--- config.mk ---
export PLATFORM = sky130hd
export DESIGN_NAME = uart_tx_arbiter_flat
export DESIGN_NICKNAME = d
export VERILOG_FILES = /design/src/rtl/uart_tx_arbiter_if.sv /design/src/rtl/uart_tx_arbiter.sv /design/src/flat_wrapper.sv
export SDC_FILE = /design/constraint.sdc
export NUM_CORES = 1
export LEC_CHECK = 0
export ABC_CLOCK_PERIOD_IN_PS = 2270
export CORE_UTILIZATION = 30
export CTS_CLUSTER_SIZE = 30
export DETAILED_ROUTE_END_ITERATION = 7
export PLACE_DENSITY_LB_ADDON = 0.3
export SYNTH_ARGS = -nofsm -noshare
export SYNTH_HDL_FRONTEND = slang
export SYNTH_SLANG_ARGS = --single-unit
--- constraint.sdc ---
create_clock -name clock -period 2.27 [get_ports clock]
set_input_delay 0.5675 -clock clock [delete_from_list [all_inputs] [get_ports clock]]
set_output_delay 0.5675 -clock clock [all_outputs]
set_load 0.01 [all_outputs]
--- src/rtl/uart_tx_arbiter_if.sv ---
// Requester and transmitter handshake bundle for uart_tx_arbiter.
// The arbiter takes the slave side; requesters plus the UART TX core form the master side.
interface uart_tx_arbiter_if #(
    parameter int unsigned NUM_REQ = 2
);
    logic [NUM_REQ-1:0]   req_valid;
    logic [8*NUM_REQ-1:0] req_data;
    logic [NUM_REQ-1:0]   req_last;
    logic [NUM_REQ-1:0]   req_ready;
    logic [NUM_REQ-1:0]   grant;
    logic [7:0]           tx_byte;
    logic                 tx_start;
    logic                 tx_busy;
    logic                 abort;

    modport master (
        output req_valid, req_data, req_last, tx_busy,
        input  req_ready, grant, tx_byte, tx_start, abort
    );

    modport slave (
        input  req_valid, req_data, req_last, tx_busy,
        output req_ready, grant, tx_byte, tx_start, abort
    );
endinterface

--- src/rtl/uart_tx_arbiter.sv ---
// Packet-atomic round-robin arbiter sharing one UART transmitter between NUM_REQ byte sources.
// Define UART_TX_ARB_WATCHDOG_EN to add the mid-packet stall watchdog (abort pulse).
module uart_tx_arbiter #(
    parameter int unsigned NUM_REQ        = 2,
    parameter int unsigned TIMEOUT_CYCLES = 200000
) (
    input logic              clock,
    input logic              reset,
    uart_tx_arbiter_if.slave bus
);

    if (NUM_REQ < 2 || NUM_REQ > 4 || TIMEOUT_CYCLES == 0) begin : g_bad_cfg
        $error("uart_tx_arbiter: NUM_REQ must be 2..4 and TIMEOUT_CYCLES nonzero");
    end

    typedef enum logic [1:0] {IDLE, HOLD, LAUNCH, DRAIN} state_t;

    state_t             state_q, state_d;
    logic [NUM_REQ-1:0] grant_q, grant_d;
    logic [1:0]         ptr_q, ptr_d;
    logic               last_q, last_d;
    logic [7:0]         tx_byte_q, tx_byte_d;

    logic               owner_valid;
    logic               owner_last;
    logic [7:0]         owner_data;
    logic [1:0]         owner_idx;
    logic [1:0]         ptr_next;
    logic [NUM_REQ-1:0] pick;
    logic               xfer;
    logic               wd_fire;

    // Owner view of the request bus, selected by the one-hot grant.
    always_comb begin
        owner_valid = 1'b0;
        owner_last  = 1'b0;
        owner_data  = '0;
        owner_idx   = '0;
        for (int unsigned j = 0; j < NUM_REQ; j++) begin
            if (grant_q[j]) begin
                owner_valid = bus.req_valid[j];
                owner_last  = bus.req_last[j];
                owner_data  = bus.req_data[8*j +: 8];
                owner_idx   = 2'(j);
            end
        end
        ptr_next = (32'(owner_idx) + 32'd1 >= NUM_REQ) ? '0 : owner_idx + 2'd1;
    end

    // First valid requester scanning upward from ptr_q with wrap-around.
    always_comb begin
        logic found;
        pick  = '0;
        found = 1'b0;
        for (int unsigned k = 0; k < NUM_REQ; k++) begin
            int unsigned cand;
            cand = 32'(ptr_q) + k;
            if (cand >= NUM_REQ) cand = cand - NUM_REQ;
            for (int unsigned j = 0; j < NUM_REQ; j++) begin
                if (!found && j == cand && bus.req_valid[j]) begin
                    pick[j] = 1'b1;
                    found   = 1'b1;
                end
            end
        end
    end

    assign xfer = (state_q == HOLD) && owner_valid && !bus.tx_busy;

`ifdef UART_TX_ARB_WATCHDOG_EN
    logic [31:0] wd_cnt_q, wd_cnt_d;
    logic        abort_q;

    // IDLE clears the count so every fresh grant starts from zero.
    always_comb begin
        wd_cnt_d = wd_cnt_q;
        wd_fire  = 1'b0;
        if (xfer || state_q == IDLE) begin
            wd_cnt_d = '0;
        end else if (state_q == HOLD && !owner_valid) begin
            if (wd_cnt_q + 32'd1 >= TIMEOUT_CYCLES) begin
                wd_fire  = 1'b1;
                wd_cnt_d = '0;
            end else begin
                wd_cnt_d = wd_cnt_q + 32'd1;
            end
        end
    end

    always_ff @(posedge clock) begin
        if (reset) begin
            wd_cnt_q <= '0;
            abort_q  <= 1'b0;
        end else begin
            wd_cnt_q <= wd_cnt_d;
            abort_q  <= wd_fire;
        end
    end

    assign bus.abort = abort_q;
`else
    assign wd_fire   = 1'b0;
    assign bus.abort = 1'b0;
`endif

    always_ff @(posedge clock) begin
        if (reset) begin
            state_q   <= IDLE;
            grant_q   <= '0;
            ptr_q     <= '0;
            last_q    <= 1'b0;
            tx_byte_q <= '0;
        end else begin
            state_q   <= state_d;
            grant_q   <= grant_d;
            ptr_q     <= ptr_d;
            last_q    <= last_d;
            tx_byte_q <= tx_byte_d;
        end
    end

    always_comb begin
        state_d   = state_q;
        grant_d   = grant_q;
        ptr_d     = ptr_q;
        last_d    = last_q;
        tx_byte_d = tx_byte_q;
        case (state_q)
            IDLE: begin
                if (|pick) begin
                    grant_d = pick;
                    state_d = HOLD;
                end
            end
            HOLD: begin
                if (xfer) begin
                    tx_byte_d = owner_data;
                    last_d    = owner_last;
                    state_d   = LAUNCH;
                end else if (wd_fire) begin
                    grant_d = '0;
                    ptr_d   = ptr_next;
                    state_d = IDLE;
                end
            end
            LAUNCH: state_d = DRAIN;
            DRAIN: begin
                if (!bus.tx_busy) begin
                    if (last_q) begin
                        grant_d = '0;
                        ptr_d   = ptr_next;
                        state_d = IDLE;
                    end else begin
                        state_d = HOLD;
                    end
                end
            end
            default: state_d = IDLE;
        endcase
    end

    always_comb begin
        bus.req_ready = '0;
        bus.tx_start  = 1'b0;
        if (state_q == HOLD && !bus.tx_busy) bus.req_ready = grant_q;
        if (state_q == LAUNCH) bus.tx_start = 1'b1;
    end

    assign bus.grant   = grant_q;
    assign bus.tx_byte = tx_byte_q;

endmodule
--- src/flat_wrapper.sv ---
// flat-port wrapper written by rule: the top's interface ports become plain ports
module uart_tx_arbiter_flat 
#(
    parameter int unsigned NUM_REQ        = 2,
    parameter int unsigned TIMEOUT_CYCLES = 200000
)
  (clock, reset, bus_req_valid, bus_req_data, bus_req_last, bus_tx_busy, bus_req_ready, bus_grant, bus_tx_byte, bus_tx_start, bus_abort);
  uart_tx_arbiter_if #(.NUM_REQ(NUM_REQ)) bus_i ();
  input logic clock;
  input logic reset;
  input wire logic [$bits(bus_i.req_valid)-1:0] bus_req_valid;
  input wire logic [$bits(bus_i.req_data)-1:0] bus_req_data;
  input wire logic [$bits(bus_i.req_last)-1:0] bus_req_last;
  input wire logic [$bits(bus_i.tx_busy)-1:0] bus_tx_busy;
  output wire logic [$bits(bus_i.req_ready)-1:0] bus_req_ready;
  output wire logic [$bits(bus_i.grant)-1:0] bus_grant;
  output wire logic [$bits(bus_i.tx_byte)-1:0] bus_tx_byte;
  output wire logic [$bits(bus_i.tx_start)-1:0] bus_tx_start;
  output wire logic [$bits(bus_i.abort)-1:0] bus_abort;
  assign bus_i.req_valid = bus_req_valid;
  assign bus_i.req_data = bus_req_data;
  assign bus_i.req_last = bus_req_last;
  assign bus_i.tx_busy = bus_tx_busy;
  assign bus_req_ready = bus_i.req_ready;
  assign bus_grant = bus_i.grant;
  assign bus_tx_byte = bus_i.tx_byte;
  assign bus_tx_start = bus_i.tx_start;
  assign bus_abort = bus_i.abort;
  uart_tx_arbiter #(.NUM_REQ(NUM_REQ), .TIMEOUT_CYCLES(TIMEOUT_CYCLES)) u_core (.clock(clock), .reset(reset), .bus(bus_i));
endmodule
# [Yosys cells after proc, flatten, opt, wreduce, memory -nomap -nowiden]
# Index checks and enable logic that the tools add are counted.
[op_classes] n_addsub=5 mul=0 div=0 order_cmp=3 n_eq_ne=9 shift=0 muxes=27 bitwise_logic=1 reduce_logical=23
[ops] operator="$eq A1 B32 Y1 const A" count=2
[ops] operator="$ge A32 B2 Y1 const B" count=2
[ops] operator="$logic_not A32 Y1" count=2
[ops] operator="$mux W32" count=2
[ops] operator="$sub A32 B2 Y32 const B" count=1
[ops] operator="$mux W2" count=8
[ops] operator="$mux W8" count=2
[ops] operator="$mux W1" count=13
[ops] operator="$logic_and A1 B1 Y1" count=10
[ops] operator="$pmux W2 S4" count=1
[ops] operator="$ne A2 B1 Y1 const B" count=3
[ops] operator="$reduce_and A3 Y1" count=2
[ops] operator="$add A1 B1 Y2 const B" count=2
[ops] operator="$eq A2 B2 Y1 const B" count=2
[ops] operator="$logic_not A1 Y1" count=4
[ops] operator="$pmux W2 S2" count=1
[ops] operator="$reduce_and A4 Y1" count=1
[ops] operator="$add A2 B1 Y3 const B" count=1
[ops] operator="$sub A2 B2 Y3 const B" count=1
[ops] operator="$eq A2 B1 Y1 const B" count=1
[ops] operator="$ge A2 B2 Y1 const B" count=1
[ops] operator="$logic_not A2 Y1" count=1
[ops] operator="$ne A2 B2 Y1 const B" count=1
[ops] operator="$reduce_and A2 Y1" count=1
[ops] operator="3 further kinds" count=3
[totals] regBits=15 latch_bits=0 ramBits=0 rom_bits=0 inputBits=23 elab_cells=73 n_memories=0

# [Depth between registers and ports, before layout]
[logic_depth] word_depth=20 mapped_depth=7

# [Least setup slack after synthesis]
# No wires, ideal clock.
[synth_path] kind="register -> register" startpoint="register u_core.state_q[1]" endpoint="register u_core.state_q[0]" setup_time_ns=0.117 arrival_time_ns=1.494 required_ns=2.153 path_slack_ns=0.659 stages_incl_launch_ff=7 path_cell_list="dfxtp_1 inv_1 ha_1 o21a_1 a311oi_4 o21ai_1 a32o_1"
[synth_via] elab_chain_cells=5 word_cells_on_any_way=11 classes_between="eq/ne (6); mux (1); reduce/logical (4)"
[synth_rtl] element="start: declaration" line="uart_tx_arbiter.sv:18" text="state_t state_q, state_d;"
[synth_rtl] element="start signal: assignment" line="uart_tx_arbiter.sv:114" text="state_q <= state_d;"
[synth_rtl] element="$eq A2 B1 Y1" line="uart_tx_arbiter.sv:68, uart_tx_arbiter.sv:128"
[synth_rtl] element="$logic_and A1 B1 Y1 (2 in series)" line="uart_tx_arbiter.sv:68" text="assign xfer = (state_q == HOLD) && owner_valid && !bus.tx_busy;"
[synth_rtl] element="$ne A2 B1 Y1 (no source line)"
[synth_rtl] element="$reduce_and A3 Y1 (no source line)"
# Parallel ways exist; a longest one is shown, timed or not.
# A chain may end at the register's enable or synchronous reset.

# [Final worst setup path]
[layout_path] startpoint="input bus_tx_busy" endpoint="output bus_req_ready[1]"
[layout_via] elab_chain_cells=3
[layout_rtl] element="start: declaration" line="flat_wrapper.sv:14" text="input wire logic [$bits(bus_i.tx_busy)-1:0] bus_tx_busy;"
[layout_rtl] element="$logic_not A1 Y1" line="uart_tx_arbiter.sv:165" text="if (state_q == HOLD && !bus.tx_busy) bus.req_ready = grant_q;"
[layout_rtl] element="$logic_and A1 B1 Y1" line="uart_tx_arbiter.sv:165"
[layout_rtl] element="$mux W2" line="uart_tx_arbiter.sv:165"
[layout_rtl] element="end: declaration" line="flat_wrapper.sv:15" text="output wire logic [$bits(bus_i.req_ready)-1:0] bus_req_ready;"
# Every way passes these cells.

==> impl_table.tex <==
\begin{tabular}{lr}
\hline
Metric & Value \\
\hline
\multicolumn{2}{l}{\textbf{Finish}} \\
Ratio of cells with drive above 1 in the final layout & 0.113 \\
Final instance count without filler cells & 154 \\
Synth-to-Final Area Change & 54.6\% \\
Antenna Cells & 0 \\
\# nets final & 153 \\
\multicolumn{2}{l}{\textbf{Synthesis}} \\
Post-synthesis mux area share & 0.0129 \\
Cells after Synth & 86 \\
Xor-xnor portion of the synthesized cell area & 0 \\
Post-synthesis cell area & 774 µm² \\
Number of warnings reported in the yosys synthesis log & 0 \\
Mean instance size in the synthesized netlist & 9.01 µm² \\
Area share of and/or/nand/nor cells after synthesis & 0.165 \\
Synth Net Count & 113 \\
Unique cell type count in the Yosys netlist & 29 \\
Synthesis-stage register bit count & 14 \\
Dominant combinational cell family by area after synthesis & compound AO/OA/AOI/OAI gates \\
Fraction of the yosys area taken by sequential cells & 0.362 \\
Adder-Cell Fraction of Synth Area & 0.0646 \\
Area fraction in compound gates after synthesis & 0.321 \\
\multicolumn{2}{l}{\textbf{Route}} \\
ANT nets after route & 0 \\
Routed length per instance & 11.2 µm \\
Count of unresolved DRC violations after routing & 0 \\
Number of optimization iterations in the first detailed-route pass & 3 \\
Wire length reported by the detailed router & 1.72 mm \\
Total via count after detailed routing & 728 \\
Iteration-0 DRC Markers & 8 \\
Post-DR vias/cell & 4.73 \\
\multicolumn{2}{l}{\textbf{Place}} \\
HPWL reported at the end of detailed placement & 1.39 mm \\
Final RePlAce weighted congestion & 0.747 \\
Cell Count Post-Placement & 151 \\
Quantity of I/O buffers inserted on ports & 35 \\
Post-Place Setup Slack & -133 ps \\
\multicolumn{2}{l}{\textbf{Timing}} \\
Tightest hold margin & 505 ps \\
Upper clock frequency limit & 470 MHz \\
Unrepaired setup endpoints after global routing & false \\
Maximum clock skew at final layout & 5.06 ps \\
Number of failing hold endpoints at the final stage & 0 \\
Setup Viol. Count Final & 0 \\
Summed negative setup slack over all endpoints & 0 ps \\
Final number of max-transition violations & 0 \\
Worst Setup Slack, final & 143 ps \\
Share of the cycle needed by the critical path after routing & 0.937 \\
Crit path time final & 2130 ps \\
\multicolumn{2}{l}{\textbf{Power and ir drop}} \\
Static leakage & 0.447 nW \\
Largest vdd supply drop & 0.000482 V \\
Total power per unit cell area & 752 nW/µm² \\
Overall Power & 0.000900 W \\
\multicolumn{2}{l}{\textbf{Global routing}} \\
Pin count of the biggest net entering global routing & 19 \\
Global-route wire length before repair & 2.98 mm \\
Total gr overflow & 0 \\
Antenna violations before repair & 0 \\
Vias in the first global route & 720 \\
Global Route Usage Sum & 0.148 \\
\multicolumn{2}{l}{\textbf{Clocking}} \\
Clock-pin slew on the worst setup and hold paths & 80 ps \\
Num Clock Sinks & 14 \\
Clock Latency Late Sink & 270 ps \\
Resized Gates After CTS & 2 \\
Clock buffers created by TritonCTS & 3 \\
Post CTS Setup Buffer Count & 0 \\
Root buffer selected by CTS & clkbuf\_4 \\
Maximum clock insertion buffer count & 2 \\
Quantity of hold-fixing buffers added after cts & 0 \\
Clock tree from TritonCTS & yes \\
H-tree level count & 1 \\
\multicolumn{2}{l}{\textbf{Outcome}} \\
Outcome & finished clean \\
\multicolumn{2}{l}{\textbf{Floorplanning}} \\
Core Region & 2450 µm² \\
Overall die height & 52.8 µm \\
Number of top-level pins & 37 \\
Full die area & 2790 µm² \\
Die Width & 52.8 µm \\
Effective utilization at floorplan & 0.315 \\
FP Rows & 18 \\
\multicolumn{2}{l}{\textbf{Worst setup path}} \\
Worst Path Arrival & 1560 ps \\
Critical path type & in -> out \\
CP Data Required Time & 1700 ps \\
Critical path startpoint category & input pin \\
Crit end category & primary output \\
CP max FO & 3 \\
\multicolumn{2}{l}{\textbf{Min path}} \\
Worst min-delay path class & reg -> reg \\
\multicolumn{2}{l}{\textbf{Job}} \\
Max\_cap viols & 0 \\
\hline
\end{tabular}
## placed cells by master, fill, tap and decap left out
cell type        instances
a311oi_4                 1
a21oi_4                  1
buf_4                    3
o21ai_1                  1
nor2_2                   1
nand3b_4                 1
nor2_1                  16
clkbuf_4                 3
a32o_1                   1
dlygate4sd2_1            2
dfxtp_1                 14
buf_12                   1
inv_2                    1
o2111ai_1                1
o21a_1                   1
inv_1                    6
a211oi_2                 1
clkdlybuf4s50_1         33
mux2i_1                  1
nand2_2                  1
nor3b_1                  1
a21o_1                   1
nand2b_1                 2
a211oi_1                 8
a22oi_1                 10
ha_1                     4
a21oi_1                  4
nand2_1                  2
conb_1                   1
nand3b_1                 1
## power by group
group,total [W],internal [W],switching [W]
registers,0.000319,0.000282,0.0000376
clock network,0.000132,0.0000613,0.0000703
logic,0.000449,0.000233,0.000216
## synthesized netlist by cell type
| cell | number | area share |
|---|---|---|
| o2111ai_1 | 1 | 0.011 |
| o21a_1 | 1 | 0.0097 |
| buf_6 | 1 | 0.015 |
| buf_4 | 1 | 0.0097 |
| a211oi_1 | 8 | 0.078 |
| nor3b_1 | 1 | 0.0097 |
| a22oi_1 | 10 | 0.097 |
| a21oi_1 | 4 | 0.026 |
| nor2_1 | 16 | 0.078 |
| inv_1 | 6 | 0.029 |
| a21oi_4 | 1 | 0.021 |
| a211oi_2 | 1 | 0.016 |
| nand2_2 | 1 | 0.0081 |
| dfxtp_1 | 14 | 0.36 |
| clkbuf_1 | 1 | 0.0048 |
| conb_1 | 1 | 0.0048 |
| nand3b_1 | 1 | 0.0097 |
| nand3b_4 | 1 | 0.026 |
| nand2_1 | 2 | 0.0097 |
| a21o_1 | 1 | 0.0097 |
| buf_2 | 1 | 0.0065 |
| inv_2 | 1 | 0.0048 |
| a311oi_4 | 1 | 0.034 |
| a32o_1 | 1 | 0.013 |
| nand2b_1 | 2 | 0.016 |
| o21ai_1 | 1 | 0.0065 |
| ha_1 | 4 | 0.065 |
| mux2i_1 | 1 | 0.013 |
| nor2_2 | 1 | 0.0081 |
## flip-flops by register name, summed over array words and instances (netlist names)
signal              count
u_core.state_q          2
u_core.bus.grant        2
u_core.bus.tx_byte      8
u_core.last_q           1
u_core.ptr_q            1
## stage by stage
stage	instance area, µm²	util
after floorplan	774	-
after global placement	1180	0.480
after detailed placement	1180	0.480
after CTS	1200	0.488
after global routing	1200	0.488
final	1200	0.488
## metal layers
layer	wire, µm	vias up	GRT usage
met4	0	0	0.0658
li1	-	385	-
met1	809	317	0.170
met5	0	-	0
met2	802	26	0.249
met3	110	0	0.0435
## cell families (layout without fill, tap and decap cells)
| group | after synthesis | after routing |
|---|---|---|
| AOI/OAI and AO/OA | 30 | 30 |
| adders and majority gates | 4 | 4 |
| buffers and inverters | 11 | 49 |
| DFF | 14 | 14 |
| muxes | 1 | 1 |
| other | 1 | 1 |
| and+or+nand+nor | 25 | 25 |
## layout make-up
class / instances / area [µm²]
Fill cell: 248 / 1260
Multi-Input combinational cell: 61 / 440
Timing Repair Buffer: 39 / 390
Sequential cell: 14 / 280
Tap cell: 30 / 37.5
Inverter: 7 / 26.3
Clock buffer: 3 / 22.5
## final timing paths
| check | to | slack, ps | depth (start not counted) | from |
|---|---|---|---|---|
| worst max-delay path | bus_req_ready[1] | 140 | 4 | bus_tx_busy |
| worst min register to register | u_core.bus.tx_byte[5] | 500 | 2 | u_core.bus.tx_byte[5] |
| worst max register to register | u_core.state_q[0] | 520 | 6 | u_core.state_q[1] |
| worst min-delay path | u_core.bus.tx_byte[5] | 500 | 2 | u_core.bus.tx_byte[5] |
## critical path, cell delays in order
cell             delay, ps
clkdlybuf4s50_1        440
nand2b_1               190
nor2_1                  90
dlygate4sd2_1          270
No activity file was read; power rests on OpenSTA's default activity.
